## config.mk

```make
export PLATFORM = sky130hd
export DESIGN_NAME = uart_rx
export DESIGN_NICKNAME = d
export VERILOG_FILES = /design/src/rtl/uart_pkg.sv /design/src/rtl/uart_rx_sync.sv /design/src/rtl/uart_rx.sv
export SDC_FILE = /design/constraint.sdc
export NUM_CORES = 1
export LEC_CHECK = 0
export ABC_AREA = 1
export CAP_MARGIN = 25
export CORE_MARGIN = 2
export CORE_UTILIZATION = 54
export DETAILED_ROUTE_END_ITERATION = 6
export PLACE_DENSITY = 0.74
export SYNTH_ARGS = -nofsm -noshare
export SYNTH_HDL_FRONTEND = slang
export SYNTH_SLANG_ARGS = --single-unit
```

## constraint.sdc

```tcl
create_clock -name i_clk -period 1.85 [get_ports i_clk]
set_input_delay 0.37 -clock i_clk [delete_from_list [all_inputs] [get_ports i_clk]]
set_output_delay 0.37 -clock i_clk [all_outputs]
set_load 0.02 [all_outputs]
```

## src/rtl/uart_pkg.sv

```systemverilog
// Shared UART definitions: state encoding, bit-timing helpers, parity.
// Latency: n/a (package only).
// Backpressure: n/a.
package uart_pkg;

  // Receiver/transmitter state encoding, fixed so both sides decode the same values.
  localparam int STATE_W = 3;

  typedef enum logic [STATE_W-1:0] {
    ST_IDLE   = 3'd0,
    ST_START  = 3'd1,
    ST_DATA   = 3'd2,
    ST_PARITY = 3'd3,
    ST_STOP   = 3'd4
  } uart_state_t;

  // Clock cycles per line bit; integer divide, any remainder becomes baud error.
  function automatic int calc_clks_per_bit(input int clk_freq, input int baud);
    return clk_freq / baud;
  endfunction

  // Offset from the detected start edge to the middle of a bit.
  function automatic int calc_half_bit(input int clk_freq, input int baud);
    return calc_clks_per_bit(clk_freq, baud) / 2;
  endfunction

  // Even parity over up to 32 data bits (zero-extend narrower words).
  function automatic logic even_parity(input logic [31:0] bits);
    return ^bits;
  endfunction

endpackage

```

## src/rtl/uart_rx_sync.sv

```systemverilog
// Two-flop synchronizer for the asynchronous serial line, resets to idle-high.
// Latency: 2 clk from i_async to o_sync.
// Backpressure: none.
module uart_rx_sync (
  input  logic i_clk,
  input  logic i_rst,
  input  logic i_async,
  output logic o_sync
);

  logic r_meta;
  logic r_sync;

  // Double-register the line; reset to 1 so reset never looks like a start bit.
  always_ff @(posedge i_clk) begin
    if (i_rst) begin
      r_meta <= 1'b1;
      r_sync <= 1'b1;
    end else begin
      r_meta <= i_async;
      r_sync <= r_meta;
    end
  end

  assign o_sync = r_sync;

endmodule

```

## src/rtl/uart_rx.sv

```systemverilog
// UART receiver: start, DataBits LSB-first, even parity, StopBits stops; mid-bit sampling.
// Latency: valid ~(DataBits+StopBits+1.5)*CLKS_PER_BIT+3 clk after the start edge.
// Backpressure: none; each new valid overwrites data and flags.
module uart_rx
  import uart_pkg::*;
#(
  parameter int DataBits = 8,
  parameter int Baud     = 9600,
  parameter int StopBits = 2,
  parameter int ClkFreq  = 100_000_000
) (
  input  logic                i_clk,
  input  logic                i_rst,
  input  logic                i_rx,
  output logic [DataBits-1:0] o_data,
  output logic                o_valid,
  output logic                o_parity_err,
  output logic                o_frame_err,
  output logic                o_busy
);

  localparam int CLKS_PER_BIT = calc_clks_per_bit(ClkFreq, Baud);
  localparam int HALF_BIT     = calc_half_bit(ClkFreq, Baud);
  localparam int CNT_W        = $clog2(CLKS_PER_BIT);
  localparam int IDX_MAX      = (DataBits > StopBits) ? DataBits : StopBits;
  localparam int IDX_W        = ($clog2(IDX_MAX) > 0) ? $clog2(IDX_MAX) : 1;

  localparam logic [CNT_W-1:0] CNT_LAST  = CNT_W'(CLKS_PER_BIT - 1);
  localparam logic [CNT_W-1:0] CNT_HALF  = CNT_W'(HALF_BIT - 1);
  localparam logic [IDX_W-1:0] DATA_LAST = IDX_W'(DataBits - 1);
  localparam logic [IDX_W-1:0] STOP_LAST = IDX_W'(StopBits - 1);

  logic                w_rx_s;
  uart_state_t         r_state;
  uart_state_t         w_next_state;
  logic [CNT_W-1:0]    r_cnt;
  logic [IDX_W-1:0]    r_bit_idx;
  logic [DataBits-1:0] r_shift;
  logic                r_parity;
  logic                r_frame;

  logic w_bit_done;
  logic w_cnt_clr;
  logic w_idx_clr;
  logic w_idx_inc;
  logic w_take_data;
  logic w_take_par;
  logic w_take_stop;
  logic w_emit;

  uart_rx_sync u_sync (
    .i_clk   (i_clk),
    .i_rst   (i_rst),
    .i_async (i_rx),
    .o_sync  (w_rx_s)
  );

  assign w_bit_done = (r_cnt == CNT_LAST);

  // State register.
  always_ff @(posedge i_clk) begin
    if (i_rst) begin
      r_state <= ST_IDLE;
    end else begin
      r_state <= w_next_state;
    end
  end

  // Next-state decode and per-cycle datapath strobes.
  always_comb begin
    w_next_state = r_state;
    w_cnt_clr    = 1'b0;
    w_idx_clr    = 1'b0;
    w_idx_inc    = 1'b0;
    w_take_data  = 1'b0;
    w_take_par   = 1'b0;
    w_take_stop  = 1'b0;
    w_emit       = 1'b0;
    unique case (r_state)
      ST_IDLE: begin
        w_cnt_clr = 1'b1;
        if (!w_rx_s) begin
          w_next_state = ST_START;
        end
      end
      ST_START: begin
        // Re-check the line half a bit in; a high here was a glitch.
        if (r_cnt == CNT_HALF) begin
          w_cnt_clr    = 1'b1;
          w_idx_clr    = 1'b1;
          w_next_state = w_rx_s ? ST_IDLE : ST_DATA;
        end
      end
      ST_DATA: begin
        if (w_bit_done) begin
          w_cnt_clr   = 1'b1;
          w_take_data = 1'b1;
          if (r_bit_idx == DATA_LAST) begin
            w_idx_clr    = 1'b1;
            w_next_state = ST_PARITY;
          end else begin
            w_idx_inc = 1'b1;
          end
        end
      end
      ST_PARITY: begin
        if (w_bit_done) begin
          w_cnt_clr    = 1'b1;
          w_take_par   = 1'b1;
          w_idx_clr    = 1'b1;
          w_next_state = ST_STOP;
        end
      end
      ST_STOP: begin
        if (w_bit_done) begin
          w_cnt_clr   = 1'b1;
          w_take_stop = 1'b1;
          // Leave at mid-stop so a gapless next start edge is still caught.
          if (r_bit_idx == STOP_LAST) begin
            w_emit       = 1'b1;
            w_next_state = ST_IDLE;
          end else begin
            w_idx_inc = 1'b1;
          end
        end
      end
      default: begin
        w_next_state = ST_IDLE;
      end
    endcase
  end

  // Bit-period counter, bit index, shift register and captured parity/frame bits.
  always_ff @(posedge i_clk) begin
    if (i_rst) begin
      r_cnt     <= '0;
      r_bit_idx <= '0;
      r_shift   <= '0;
      r_parity  <= 1'b0;
      r_frame   <= 1'b0;
    end else begin
      if (w_cnt_clr) begin
        r_cnt <= '0;
      end else begin
        r_cnt <= r_cnt + CNT_W'(1);
      end

      if (w_idx_clr) begin
        r_bit_idx <= '0;
      end else if (w_idx_inc) begin
        r_bit_idx <= r_bit_idx + IDX_W'(1);
      end

      if (w_take_data) begin
        r_shift[r_bit_idx] <= w_rx_s;
      end

      if (w_take_par) begin
        r_parity <= w_rx_s;
      end

      if (r_state == ST_START) begin
        r_frame <= 1'b0;
      end else if (w_take_stop && !w_rx_s) begin
        r_frame <= 1'b1;
      end
    end
  end

  // Output registers: updated together with a one-cycle valid on the last stop sample.
  always_ff @(posedge i_clk) begin
    if (i_rst) begin
      o_data       <= '0;
      o_valid      <= 1'b0;
      o_parity_err <= 1'b0;
      o_frame_err  <= 1'b0;
    end else begin
      o_valid <= w_emit;
      if (w_emit) begin
        o_data       <= r_shift;
        o_parity_err <= r_parity ^ even_parity(32'(r_shift));
        o_frame_err  <= r_frame | ~w_rx_s;
      end
    end
  end

  assign o_busy = (r_state != ST_IDLE);

endmodule

```

Word-level counts from Yosys, hierarchy flattened
Index checks and enable logic that the tools add are counted.
{ "totals": {"ff_bits": 43, "output_inout_bits": 12, "input_bits": 3, "wordCells": 74} }
{ "op_classes": {"n_mux": 29, "order_cmp": 2, "n_reduce_logical": 11, "n_eq_ne": 15, "bitwise_logic": 3, "addsub": 2} }
{ "op_table": {"columns": ["operator", "count"], "rows": [
  ["parity 32 bit", 1],
  ["2-to-1 mux 3 bit", 7],
  ["2-to-1 mux 1 bit", 15],
  ["case mux 3 bit (5 select lines)", 1],
  ["adder 14 x 1 -> 14 bit (second input constant)", 1],
  ["equality test 14 x 13 -> 1 bit (second input constant)", 1],
  ["equality test 14 bit (second input constant)", 1],
  ["!= test 2 bit (second input constant)", 7],
  ["bitwise mux 8 bit", 1],
  ["AND reduction 7 bit", 1],
  ["equality test 3 x 1 -> 1 bit (second input constant)", 2],
  ["equality test 3 x 2 -> 1 bit (second input constant)", 2],
  ["equality test 3 bit (second input constant)", 2],
  ["case mux 1 bit (3 select lines)", 2],
  ["OR reduction 2 bit", 3],
  ["less-than comparator 3 x 4 -> 1 bit (second input constant)", 1],
  ["adder 3 x 1 -> 3 bit (second input constant)", 1],
  ["demux 1 bit (select 3 bit)", 1],
  [">= comparator 3 x 1 -> 1 bit (second input constant)", 1],
  ["logical NOT 3 bit", 1],
  ["nonzero test 3 bit", 1],
  ["OR reduction 3 bit", 1],
  ["logical AND 1 bit", 2],
  ["2-to-1 mux 2 bit", 1],
  ["other kinds (5)", 5]
]} }

Depth between registers and ports, before layout
{ "logic_depth": {"word_depth": 5, "depth_mapped": 11, "ltp_nobuf": 11} }

Cells and area by module
A second synthesis with hierarchy kept.
{ "unflattened": {"cells_unflattened": 308, "area_unflattened_um2": 2130.8} }
{ "modules_own_cells": {"columns": ["mod", "area_per_inst_um2", "cells_each", "n_inst", "seq_area_each_um2"], "rows": [
  ["uart_rx", 2072.0, 301, 1, 820.8],
  ["uart_rx_sync", 58.8, 7, 1, 40.0]
]} }

Worst setup path before layout
No wires, ideal clock.
{ "synth_path": {"kind": "reg2reg", "start": "reg r_cnt[0]", "end": "reg r_cnt[2]", "path_stages_with_launch": 10, "setup_time_ps": 117, "setup_slack_ps": 361, "path_buffers": 1, "synth_period_minus_slack_ps": 1489, "arrival_time_ps": 1372, "required_time_ps": 1733, "path_cell_list": "dfxtp_1 -> ha_1 -> nand2_2 -> nor2_4 -> nand4_2 -> nor2_4 -> nand2_1 -> nand4_2 -> buf_6 -> nor2_2"} }
{ "synth_via": {"elab_chain_len": 4, "elab_cells_between_ends": 7, "classes_between": "add/sub (1); eq/ne (2); mux (3); reduce/logical (1)"} }
{ "synth_lines": {"columns": ["item", "line_no", "rtl"], "rows": [
  ["start, declared", "uart_rx.sv:36", "logic [CNT_W-1:0] r_cnt;"],
  ["start signal, assigned", "uart_rx.sv:145", "r_cnt <= r_cnt + CNT_W'(1);"],
  ["equality test 14 bit / equality test 14 x 13 -> 1 bit (equally long branches)", "uart_rx.sv:58, uart_rx.sv:88", null],
  ["2-to-1 mux 1 bit, on equally long branches", null, null],
  ["case mux 1 bit (3 select lines)", "uart_rx.sv:79", "unique case (r_state)"],
  ["OR reduction 2 bit (no line)", null, null]
]} }
Several ways; a longest one is shown, not always the timed one.
A chain may end at the register's enable or synchronous reset.

Worst setup path after layout
{ "layout_path": {"start": "reg r_cnt[0]", "end": "reg r_shift[2]"} }
{ "layout_via": {"elab_chain_len": 3} }
{ "layout_lines": {"columns": ["item", "line_no", "rtl"], "rows": [
  ["equality test 14 bit", "uart_rx.sv:58", "assign w_bit_done = (r_cnt == CNT_LAST);"],
  ["2-to-1 mux 1 bit", "uart_rx.sv:95", "if (w_bit_done) begin"],
  ["2-to-1 mux 1 bit", "uart_rx.sv:79", null],
  ["end signal, assigned by index", "uart_rx.sv:155", "r_shift[r_bit_idx] <= w_rx_s;"],
  ["end, declared", "uart_rx.sv:38", "logic [DataBits-1:0] r_shift;"]
]} }
Every way passes these cells.

==> impl_metrics.csv <==
group,metric,value,unit
outcome,status,"completed",
floorplanning,die_x,68.76,um
pwr,power_frac_seq,50.9,%
floorplanning,die_h,68.76,um
route,wl,4.267,mm
yosys,synthFlopType,"dfxtp_1",
yosys,synth-simple-area-share,39.78,%
yosys,syn_inst,322,
critical_path,worst_setup_path_end_kind,"flop",
cts,numCtsBuffers,5,
pwr,peakVddDrop,0.3559,mV
yosys,syn_area,2265,sq um
floorplanning,dieArea,4728,sq um
layout,stdcell_area,2587,sq um
sta,final_hold_viol_count,0,
layout,drive_gt1_share,13.45,%
place,place.detailed.hpwl,3.155,mm
yosys,synth_top_area_share,38.01,%
critical_path,path_class,"reg2reg",
global_route,grt_pass1_wl,7.286,mm
sta,drv_slew,0,
place,port_buffers,14,
yosys,synth-seq-cells,43,
route,vias,1995,
yosys,synth.avg_cell_area,7.033,sq um
global_route,grt_usage,20.66,%
layout,synthToLayoutAreaGrowth,14.25,%
pwr,combPwrFrac,7.9,%
cts,cts_setup_buffers,0,
cts,numClockSinks,43,
cts,cts_tree,"built",
cts,clockBufferDepth,2,
global_route,grt.busiest_layer,"met2",
critical_path,crit_required,2040,ps
global_route,antenna_found_initial,0,
floorplanning,num_io_pins,15,
sta,relSlewSlack,77.32,%
flow_run,maxCapViolCount,0,
yosys,synth.most_common_cell,"nand2_1",
sta,layout_min_cycle_time,1648,ps
yosys,synth_xor_area_share,4.641,%
cts,cts-root-buf,"clkbuf_8",
sta,finalClockSkew,7.615,ps
cts,clkTransAtPathRegs,80,ps
route,drt_first_pass_iters,4,
yosys,synthAdderAreaFrac,2.210,%
critical_path,rrSetupSlack,200,ps
pwr,switching_power,431.9,uW
global_route,grt-ovfl-total,0,
yosys,yosysWarnings,0,
sta,worst_slew_pin_slew,338.3,ps
sta,timing.final.crit_share,89.10,%
pwr,p_int,1.427,mW
cts,clk_latency,300,ps
pwr,leakagePower,0.9949,nW
critical_path,arrival,1840,ps
yosys,synth_edf_count,0,
sta,final-setup-viol-count,0,
sta,fmax,0.6067,GHz
route,ant_nets,0,
global_route,grtUsageMet1,28.04,%
place,globalplace.congestion,0.8471,
yosys,synthArstFlopShare,0,%
cts,htreeDepth,2,
place,placed_area,2470,sq um
yosys,synth_fp_nets,329,
sta,setup_tns,0,ps
yosys,synth_cell_types,28,
critical_path,worstPathMaxFanout,17,
floorplanning,start_util,56.21,%
critical_path,reg2reg_depth,9,
route,first_iter_violations,154,
yosys,synth_compound_area_share,6.464,%
global_route,globalRouteMet3Util,3.409,%
layout,antenna_cells,0,
pwr,switching_share,23.24,%
sta,grt_setup_unrepaired,"no",
floorplanning,core_area,4029,sq um
yosys,synthTopCellsByArea,"dfxtp_1 38%, nand2_1 12%, nor2_1 8.1%",
yosys,ys_top_cells_by_count,"70 x nand2_1, 49 x nor2_1, 43 x dfxtp_1, 35 x inv_1, 24 x nand3_1",
route,drc_errors,0,
hold_path,hold_path_depth,1,
critical_path,startpoint_type,"flop",
pwr,clkPwrFrac,41.2,%
hold_path,holdCritPathClass,"reg2reg",
floorplanning,rows,23,
route,post_drt_wl_per_cell,10.89,um
route,via_per_inst,5.089,
pwr,p_per_area,718.3,nW/um^2
global_route,grt_pass1_vias,1693,
global_route,met2_usage,32.33,%
yosys,seq_area_frac_synth,38.01,%
layout,nets,348,
yosys,synth_top_family_by_area,"simple AND/OR/NAND/NOR gates",
yosys,synthMuxAreaShare,0,%
global_route,grt_max_degree,18,
yosys,synth.largest_area_cell,"dfxtp_1",
## critical path, stage by stage, from the launching register on
cell and delay [ps]:
dfxtp_1 370, ha_1 230, nand2_2 110, nor2_4 110
nand4_2 100, nor2_4 170, buf_4 230, nand3_1 100
nand2_1 70, a21oi_1 50
## worst paths after layout
| kind | start | end |
|---|---|---|
| worst max-delay path | r_cnt[0] | r_shift[2] |
| worst max register to register | r_cnt[0] | r_shift[2] |
| worst min register to register | u_sync.r_meta | u_sync.o_sync |
| worst min-delay path | u_sync.r_meta | u_sync.o_sync |
## metrics by stage
step | std cells | setup WS, ps | hold WS, ps | total power [mW] | util [%]
floorplan | 322 | 361.1 | 389.5 | 1.070 | -
detailed placement | 384 | 202.1 | 396.9 | 1.120 | 61.30
global route | 392 | 38.60 | 433.8 | 1.929 | 64.22
finish | 392 | 201.6 | 416.4 | 1.859 | 64.22
CTS | 392 | 200.7 | 420.8 | 1.877 | 64.22
global placement | 384 | 253.6 | 393.1 | 1.118 | 61.30
## power groups by stage
stage | logic (mW) | clock network [mW] | registers, mW
detailed placement | 0.152 | 0 | 0.968
global route | 0.164 | 0.818 | 0.946
CTS | 0.149 | 0.783 | 0.946
floorplan | 0.104 | 0 | 0.966
global placement | 0.151 | 0 | 0.967
finish | 0.147 | 0.766 | 0.946
## what timing repair did
| action | CTS | global route |
|---|---|---|
| setup endpoints to repair | 1 | 0 |
| gates resized for setup | 2 | 0 |
| hold buffers | 0 | 0 |
| hold endpoints to repair | 0 | 0 |
## placed cells by master, fill, tap and decap left out, types with 2 or more instances in the layout
| cell type | n |
|---|---|
| nand2_1 | 70 |
| nand4_1 | 15 |
| inv_1 | 35 |
| clkbuf_8 | 6 |
| nor3_1 | 2 |
| nor3_2 | 2 |
| xnor2_1 | 2 |
| inv_2 | 3 |
| dfxtp_1 | 42 |
| clkdlybuf4s50_1 | 13 |
| nor2_2 | 15 |
| buf_4 | 5 |
| o21ai_1 | 9 |
| o21ai_0 | 2 |
| a21oi_1 | 15 |
| ha_1 | 4 |
| nor2_1 | 49 |
| or2_2 | 2 |
| nand3_1 | 24 |
| nand4_2 | 4 |
| nand3b_1 | 2 |
| nor2_4 | 2 |
| xor2_1 | 10 |
## area by class of cell
cell class	count	area [sq um]
fillers	356	1441
multi-input cells	232	1202
flip-flops and latches	43	862.1
repair buffers	20	196.4
inverters	39	146.4
clock buffers	6	82.58
well taps	50	62.56
clock inverters	2	35.03
## state kept, by name, indices dropped and copies added (netlist names), 3 cells and up
name and count:
r_shift 8, r_state 3, r_bit_idx 3, r_cnt 14, o_data 8
## routing by layer
layer	wire [um]	up-vias
met4	57	0
met2	1828	37
met1	2194	881
met5	0	-
met3	187	6
li1	-	1071
## logic make-up (layout without fill, tap and decap cells)
family	after synthesis	count (layout)
AO/OA/AOI/OAI	27	27
XOR/XNOR	12	12
adder cells (fa/ha/maj)	4	4
buffers and inverters	47	67
flip-flops	43	43
AND/OR/NAND/NOR	189	189
Power figures use the tool's default switching activity.
